## src/rtl/seg7_scan_ctrl.sv

```systemverilog
// Multiplexed 7-segment scan controller: double-buffered nibble frame, per-digit guard
// blanking, optional leading-zero blanking, registered anode and decoder-nibble outputs.
module seg7_scan_ctrl #(
  parameter int unsigned NUM_DIGITS  = 4,
  parameter int unsigned REFRESH_DIV = 50000,
  parameter int unsigned GUARD_CYC   = 16,
  parameter int unsigned LZB         = 1
) (
  input  logic                    JM1222HM_clk,
  input  logic                    JM1222HM_rst,
  input  logic                    JM1222HM_en,
  input  logic                    JM1222HM_load,
  input  logic [4*NUM_DIGITS-1:0] JM1222HM_value,
  output logic [3:0]              JM1222HM_dig_val,
  output logic [NUM_DIGITS-1:0]   JM1222HM_an,
  output logic                    JM1222HM_frame,
  output logic                    JM1222HM_pending
);

  localparam int unsigned PW = (NUM_DIGITS > 1) ? $clog2(NUM_DIGITS) : 1;
  localparam int unsigned CW = $clog2(REFRESH_DIV);
  localparam int unsigned BW = 4 * NUM_DIGITS;

  typedef enum logic [1:0] {StIdle, StBlank, StShow} state_e;

  state_e                state_q;
  logic [PW-1:0]         ptr_q;
  logic [CW-1:0]         cnt_q;
  logic [BW-1:0]         disp_q;
  logic [BW-1:0]         pend_q;
  logic                  pending_q;
  logic [NUM_DIGITS-1:0] an_q;
  logic [3:0]            dig_val_q;
  logic                  frame_q;

  logic                  slot_end;
  logic                  guard_end;
  logic                  wrap;
  logic [PW-1:0]         ptr_nxt;
  logic [BW-1:0]         disp_nxt;
  logic [NUM_DIGITS-1:0] blank;
  logic [NUM_DIGITS-1:0] an_show;

  function automatic logic [3:0] nib(input logic [BW-1:0] b, input logic [PW-1:0] idx);
    return b[4*idx +: 4];
  endfunction

  assign slot_end  = (cnt_q == CW'(REFRESH_DIV - 1));
  assign guard_end = (cnt_q == CW'(GUARD_CYC - 1));
  assign ptr_nxt   = (ptr_q == PW'(NUM_DIGITS - 1)) ? '0 : ptr_q + 1'b1;
  assign wrap      = (state_q == StShow) && JM1222HM_en && slot_end &&
                     (ptr_q == PW'(NUM_DIGITS - 1));
  // Nibble fetched for the next slot must already see the buffer swapped on a wrap edge.
  assign disp_nxt  = (wrap && pending_q) ? pend_q : disp_q;

  always_comb begin
    blank = '0;
    for (int i = 1; i < NUM_DIGITS; i++) begin
      logic all_zero;
      all_zero = 1'b1;
      for (int j = i; j < NUM_DIGITS; j++) begin
        if (disp_q[4*j +: 4] != 4'h0) all_zero = 1'b0;
      end
      blank[i] = (LZB != 0) && all_zero;
    end
  end

  always_comb begin
    an_show = '1;
    if (!blank[ptr_q]) an_show[ptr_q] = 1'b0;
  end

  always_ff @(posedge JM1222HM_clk) begin
    if (JM1222HM_rst) begin
      state_q   <= StIdle;
      ptr_q     <= '0;
      cnt_q     <= '0;
      disp_q    <= '0;
      pend_q    <= '0;
      pending_q <= 1'b0;
      an_q      <= '1;
      dig_val_q <= 4'h0;
      frame_q   <= 1'b0;
    end else begin
      frame_q <= 1'b0;

      if (JM1222HM_load) begin
        pend_q    <= JM1222HM_value;
        pending_q <= 1'b1;
      end
      // A load coinciding with the swap refills the pending buffer, so pending stays set.
      if (wrap && pending_q) begin
        disp_q <= pend_q;
        if (!JM1222HM_load) pending_q <= 1'b0;
      end

      if (!JM1222HM_en) begin
        state_q <= StIdle;
        ptr_q   <= '0;
        cnt_q   <= '0;
        an_q    <= '1;
      end else begin
        case (state_q)
          StIdle: begin
            state_q   <= StBlank;
            ptr_q     <= '0;
            cnt_q     <= '0;
            an_q      <= '1;
            dig_val_q <= nib(disp_nxt, '0);
          end
          StBlank: begin
            cnt_q <= cnt_q + 1'b1;
            if (guard_end) begin
              state_q <= StShow;
              an_q    <= an_show;
            end
          end
          StShow: begin
            if (slot_end) begin
              state_q   <= StBlank;
              cnt_q     <= '0;
              ptr_q     <= ptr_nxt;
              an_q      <= '1;
              dig_val_q <= nib(disp_nxt, ptr_nxt);
              frame_q   <= wrap;
            end else begin
              cnt_q <= cnt_q + 1'b1;
            end
          end
          default: begin
            state_q <= StIdle;
            an_q    <= '1;
          end
        endcase
      end
    end
  end

  assign JM1222HM_dig_val = dig_val_q;
  assign JM1222HM_an      = an_q;
  assign JM1222HM_frame   = frame_q;
  assign JM1222HM_pending = pending_q;

endmodule

```

## config.mk

```make
export PLATFORM = sky130hd
export DESIGN_NAME = seg7_scan_ctrl
export DESIGN_NICKNAME = d
export VERILOG_FILES = /design/src/rtl/seg7_scan_ctrl.sv
export SDC_FILE = /design/constraint.sdc
export NUM_CORES = 1
export LEC_CHECK = 0
export ABC_AREA = 0
export BUFFER_PORTS_ARGS = -buffer_cell sky130_fd_sc_hd__buf_2
export CORE_MARGIN = 2
export CORE_UTILIZATION = 55
export CTS_BUF_LIST = sky130_fd_sc_hd__clkbuf_8
export CTS_CLUSTER_DIAMETER = 40
export DETAILED_ROUTE_END_ITERATION = 10
export PLACE_DENSITY = 0.8
export RECOVER_POWER = 50
export SYNTH_ARGS = -nofsm -noshare
export SYNTH_HDL_FRONTEND = slang
export SYNTH_SLANG_ARGS = --single-unit
```

## constraint.sdc

```tcl
create_clock -name JM1222HM_clk -period 1.76 [get_ports JM1222HM_clk]
set_input_delay 0.44 -clock JM1222HM_clk [delete_from_list [all_inputs] [get_ports JM1222HM_clk]]
set_output_delay 0.44 -clock JM1222HM_clk [all_outputs]
set_load 0.02 [all_outputs]
```

==> results.toml, run 1 <==
[timing]
fin_skew_ps = 13.1
rsz0062_at_grt = "true"
max-slew-margin-rel_pct = 22.3
final.setup.worst_slack_ps = -180
fin_crit_sh_pct = 110
worst_pin_slew_ps = 1170
finalSetupViolCount = 30
hold_viol = 0
fmax_mhz = 515
final_max_slew_viol_count = 0
period_minus_slack_ps = 1940

[worst_setup_path]
required_ps = 2020
critPathLaunch = "cnt_q[1]"
crit_type = "flop to flop"
cp_data_arrival_time_ps = 2200
startpoint_type = "flop"
cp_max_fo = 5
r2r_slack_ps = -180
r2r-start = "cnt_q[1]"
worst_setup_path_end_kind = "flop"

[synth]
synth_seq_cells = 62
synth.distinct_cells = 50
synth_cells = 316
ys_seq_area_share_pct = 43.1
syn_nets = 345
synth_ff_type = "dfxtp_1"
postSynthAreaPerCell_um2 = 9.11
yosys_warnings = 0
async_flop_share_pct = 0
syn_area_um2 = 2880
synth_edf_count = 0

[route]
wl_per_cell_um = 19.4
drt-vias-per-instance = 6.05
drt-pass1-iter-count = 5
via_count = 2940
drc = 0
drt_iter0_markers = 161
wl_um = 9450
antenna_left = 0

[power_and_ir_drop]
power_frac_comb_pct = 5.9
p_int_mw = 2.37
ir_drop_mv = 0.718
p_seq_share_pct = 47.3
power_leakage_nw = 1.66
p_clk_share_pct = 46.8
total_power_mw = 3.06
p_sw_uw = 689
switching_share_pct = 22.5
p_per_area_nw_per_um2 = 735

[layout]
finalNonFillerCells = 486
area_growth_pct = 44.5
n_antenna_cell = 0
drive_gt1_share_pct = 42.3
fill_cells = 293
final_nets = 441

[floorplan]
placementRows = 26
dieArea_um2 = 5830
initial_utilization_pct = 56.7
die_w_um = 76.3
core_um2 = 5070
fp.dieH_um = 76.3
io_pins = 30

[placed_design]
dp_hpwl_um = 5210
detailedPlace.worstSlack_ps = -106
port_buffers = 29
post-place-cells = 464
routabilityCongestion = 0.831

[cts]
cts_htree_levels = 3
ctsHoldBuffers = 0
clockBufferDepth = 2
cts_root_buffer = "clkbuf_8"
cts_tree = "built"
clock_latency_ps = 360
numCtsBuffers = 9
cts.sinks = 62
path_clk_slew_ps = 80

[global_routing]
antenna_found_initial = 0
grt_pass1_wl_um = 12700
grt_pass1_vias = 2798
grt_max_degree = 24
grt_overflow = 0
grt_usage_pct = 27.9

[outcome]
status = "complete, but fails checks"
violations = "negative setup slack"

[worst_hold_path]
hp-start = "JM1222HM_value[9]"
min_path_type = "input pin to flop"

[job]
cap_violations = 0
## cells in the final DEF, fill, tap and decap left out, drive strengths merged, types with 2 or more instances in the layout
cell,netlist,layout
and3,9,9
nor2,31,31
nor4,7,7
nor2b,2,2
o22ai,7,7
xnor2,8,8
xor2,6,6
and4b,4,4
bufinv,0,2
nand2,28,28
a21boi,2,2
nand3,8,8
mux2,3,3
buf,9,96
a21oi,25,25
and4,5,5
nand4,3,3
ha,9,9
mux2i,17,17
inv,10,11
o211ai,6,6
or4,2,2
dfxtp,62,62
o32ai,4,4
nor3,20,20
a211oi,6,6
clkbuf,6,15
o21ai,4,4
## cells in the mapped netlist (all sizes together), types with 2 or more instances
cell type	instances	area share, %
ha	9	3.9
nor4	7	2.6
o211ai	6	1.6
mux2	3	1.2
nand2	28	3.7
o21ai	4	0.70
and4	5	1.5
xnor2	8	2.4
a211oi	6	1.7
inv	10	1.3
o22ai	7	1.5
and4b	4	1.4
nor2	31	4.1
nand3	8	1.4
nor2b	2	0.43
and3	9	2.0
xor2	6	1.8
a21oi	25	4.5
nand4	3	0.87
dfxtp	62	43
buf	9	1.7
a21boi	2	0.65
mux2i	17	5.9
o32ai	4	1.5
nor3	20	3.5
clkbuf	6	0.78
or4	2	0.52
## final cells by class
type | instances | area (um^2) | share of cell area (%)
Clock buffer | 11 | 151 | 3.64
Sequential cell | 62 | 1250 | 30.1
Inverter | 10 | 37.5 | 0.903
Clock inverter | 4 | 71.3 | 1.71
Multi-Input combinational cell | 229 | 1860 | 44.6
Timing Repair Buffer | 100 | 703 | 16.9
Tap cell | 70 | 87.6 | 2.11
## layer usage
layer,up-vias,part of all wire [%],global-route usage (%),routed length [um]
li1,1333,-,-,-
met1,1426,39,28.6,3720
met2,141,51,50.9,4860
met3,40,5.2,9.00,487
met4,0,4.1,13.5,383
met5,-,0,0,0
## timing repair
action                                  4_1_cts  5_1_grt
pin swaps                                    14       19
gates cloned                                  0        1
endpoints found under the setup margin       32       38
setup buffers                                 5        1
resized for setup                            38       44
## registers in the layout, indices dropped and copies added (netlist names)
signal	count
JM1222HM_an	4
JM1222HM_dig_val	4
JM1222HM_frame	1
JM1222HM_pending	1
cnt_q	16
disp_q	16
pend_q	16
ptr_q	2
state_q	2
## power by group through the flow
stage	Clock [mW]	Sequential, mW	Combinational, mW
after floorplan	0	1.47	0.0893
after global placement	0	1.48	0.145
after detailed placement	0	1.48	0.150
after CTS	1.41	1.45	0.155
after global routing	1.49	1.45	0.194
final	1.43	1.45	0.181
## cell families after synthesis
family	count (synthesis)	synth area share, %
mux	20	7.09
fa+ha+maj	9	3.91
flops	62	43.1
xor+xnor	14	4.26
simple gates	127	24.2
buf+inv	25	3.78
compound gates	59	13.7
## worst paths after layout
kind,endpoint,cells after the start
worst max-delay path,JM1222HM_dig_val[0],6
worst min-delay path,pend_q[9],3
worst max register to register,JM1222HM_dig_val[0],6
worst min register to register,disp_q[2],2
## stage by stage
stage / area (um^2) / util, % / hold WS (ps) / TNS [ps]
final: 4160 / 82.0 / 322 / -2520
after global routing: 4160 / 82.0 / 317 / -4710
after CTS: 3940 / 77.7 / 312 / -239
after detailed placement: 3520 / 69.5 / 451 / -579
after global placement: 3520 / 69.5 / 442 / -221
after floorplan: 2880 / - / 432 / 0
## worst max-delay path, stage by stage, from the launching register on
cell	delay, ps
dfxtp_1	360
ha_1	220
and3_4	250
nand4_4	140
nor2_4	230
mux2_4	340
o32ai_2	300
Power figures use the tool's default switching activity.
==> inputs of run 2 (changes only) <==
--- a/config.mk
+++ b/config.mk
@@ -12,7 +12,7 @@
 export CTS_BUF_LIST = sky130_fd_sc_hd__clkbuf_8
 export CTS_CLUSTER_DIAMETER = 40
 export DETAILED_ROUTE_END_ITERATION = 10
-export PLACE_DENSITY = 0.8
+export PLACE_DENSITY = 0.88
 export RECOVER_POWER = 50
 export SYNTH_ARGS = -nofsm -noshare
 export SYNTH_HDL_FRONTEND = slang
==> run 2 against run 1 <==
Net effect:
- the flow still finishes with violations (negative setup slack)
- register-to-register slack better by 30 ps
- critical path type unchanged
- highest routed layer unchanged
- maximum frequency up 1.7%
- clock power up 7%
- die area unchanged
==> results.toml, run 2 (synthesized netlist as in run 1, its figures left out) <==
[cts]
cts.sinks = 62
clockBufferDepth = 2
clock_latency_ps = 350
cts_root_buffer = "clkbuf_8"
cts_tree = "built"
numCtsBuffers = 9
cts_htree_levels = 3
path_clk_slew_ps = 70

[placed_design]
routabilityCongestion = 0.895
detailedPlace.worstSlack_ps = -190
port_buffers = 29
dp_hpwl_um = 4980

[layout]
area_growth_pct = 43.1
multiInputGateArea_um2 = 1870
top_regs = "cnt_q (16), disp_q (16), pend_q (16)"
seqCellArea_um2 = 1250
n_antenna_cell = 0
fill_cells = 292
drive_gt1_share_pct = 39.7
layout_common_cells = "56 x buf_4, 55 x dfxtp_1, 30 x nor2_1"
final_nets = 431
final_common_cell = "buf_4"

[floorplan]
placementRows = 26
initial_utilization_pct = 56.7
io_pins = 30
dieArea_um2 = 5830
fp.dieH_um = 76.3
core_um2 = 5070
die_w_um = 76.3

[power_and_ir_drop]
total_power_mw = 3.16
power_leakage_nw = 1.67
p_per_area_nw_per_um2 = 768
ir_drop_mv = 0.607

[timing]
fin_skew_ps = 13.2
rsz0062_at_grt = "true"
fin_crit_sh_pct = 108
worst_pin_slew_ps = 1230
max-slew-margin-rel_pct = 18.0
fmax_mhz = 524
finalSetupViolCount = 15
final_max_slew_viol_count = 0
final.setup.worst_slack_ps = -147
hold_viol = 0
period_minus_slack_ps = 1910

[outcome]
status = "complete, but fails checks"
violations = "negative setup slack"

[route]
drc = 0
drt-vias-per-instance = 6.00
drt-pass1-iter-count = 4
via_count = 2856
wl_um = 9160
wl_per_cell_um = 19.3
drt_iter0_markers = 146
antenna_left = 0

[worst_setup_path]
worst_setup_path_end_kind = "flop"
crit_type = "flop to flop"
r2r_slack_ps = -150
cp_data_arrival_time_ps = 2170
required_ps = 2030
cp_max_fo = 4
startpoint_type = "flop"

[global_routing]
grt_pass1_vias = 2670
grt_max_degree = 36
grt_overflow = 0
grt_pass1_wl_um = 12600
grt_usage_pct = 27.5
antenna_found_initial = 0

[worst_hold_path]
min_path_type = "input pin to flop"

[job]
cap_violations = 0
-- run 2: changes by cell type in the layout (fill, tap and decap cells not counted), sizes merged --
| cell | delta |
|---|---|
| clkinv | +1 |
| bufinv | +1 |
| clkbuf | +2 |
| buf | -13 |
| clkinvlp | -1 |
-- run 2: final cells by class --
| class | count | area share, % |
|---|---|---|
| Timing Repair Buffer | 90 | 15.5 |
| Inverter | 10 | 0.911 |
| Tap cell | 70 | 2.13 |
| Clock inverter | 5 | 2.40 |
| Multi-Input combinational cell | 229 | 45.4 |
| Sequential cell | 62 | 30.3 |
| Clock buffer | 10 | 3.34 |
-- run 2: path summary, 6_finish.rpt --
path | start | to | depth (start not counted)
setup / recovery | state_q[1] | cnt_q[10] | 6
hold / removal | JM1222HM_value[6] | pend_q[6] | 3
setup reg to reg | state_q[1] | cnt_q[10] | 6
hold reg to reg | disp_q[0] | disp_q[0] | 2
-- run 2: repair_timing --
action,in CTS,in global routing
pin swaps,9,24
setup endpoints to repair,13,29
cloned,0,1
buffers inserted,2,1
hold buffers,0,0
gates resized for setup,34,43
-- run 2: layer usage --
| metal | wire (um) | vias to the layer above | GRT usage [%] |
|---|---|---|---|
| met2 | 4760 | 118 | 48.0 |
| li1 | - | 1312 | - |
| met5 | 0 | - | 0 |
| met4 | 350 | 0 | 13.1 |
| met3 | 474 | 36 | 5.81 |
| met1 | 3580 | 1390 | 32.0 |
-- run 2: where the power goes --
group          switching (mW)  internal, mW  total [mW]  leakage (nW)
logic                   0.102        0.0797       0.182          1.04
registers              0.0209          1.43        1.45         0.507
clock network           0.567         0.964        1.53         0.124
total                   0.690          2.47        3.16          1.67
-- run 2: worst max-delay path, cell delays in order (launching register included) --
cell,delay [ps]
dfxtp_2,370
ha_1,250
and4b_1,290
nand3_1,180
nor3_1,270
nand3_1,170
a211oi_2,290
-- run 2: through the flow --
step	util, %	instances	cell area (um^2)	setup TNS [ps]	hold slack [ps]
2_1_floorplan	-	316	2880	0	432
5_1_grt	81.2	476	4120	-2070	344
6_report	81.2	476	4120	-770	323
3_5_place_dp	68.7	457	3480	-854	447
4_1_cts	76.2	474	3870	0	322
3_3_place_gp	68.7	457	3480	-505	441
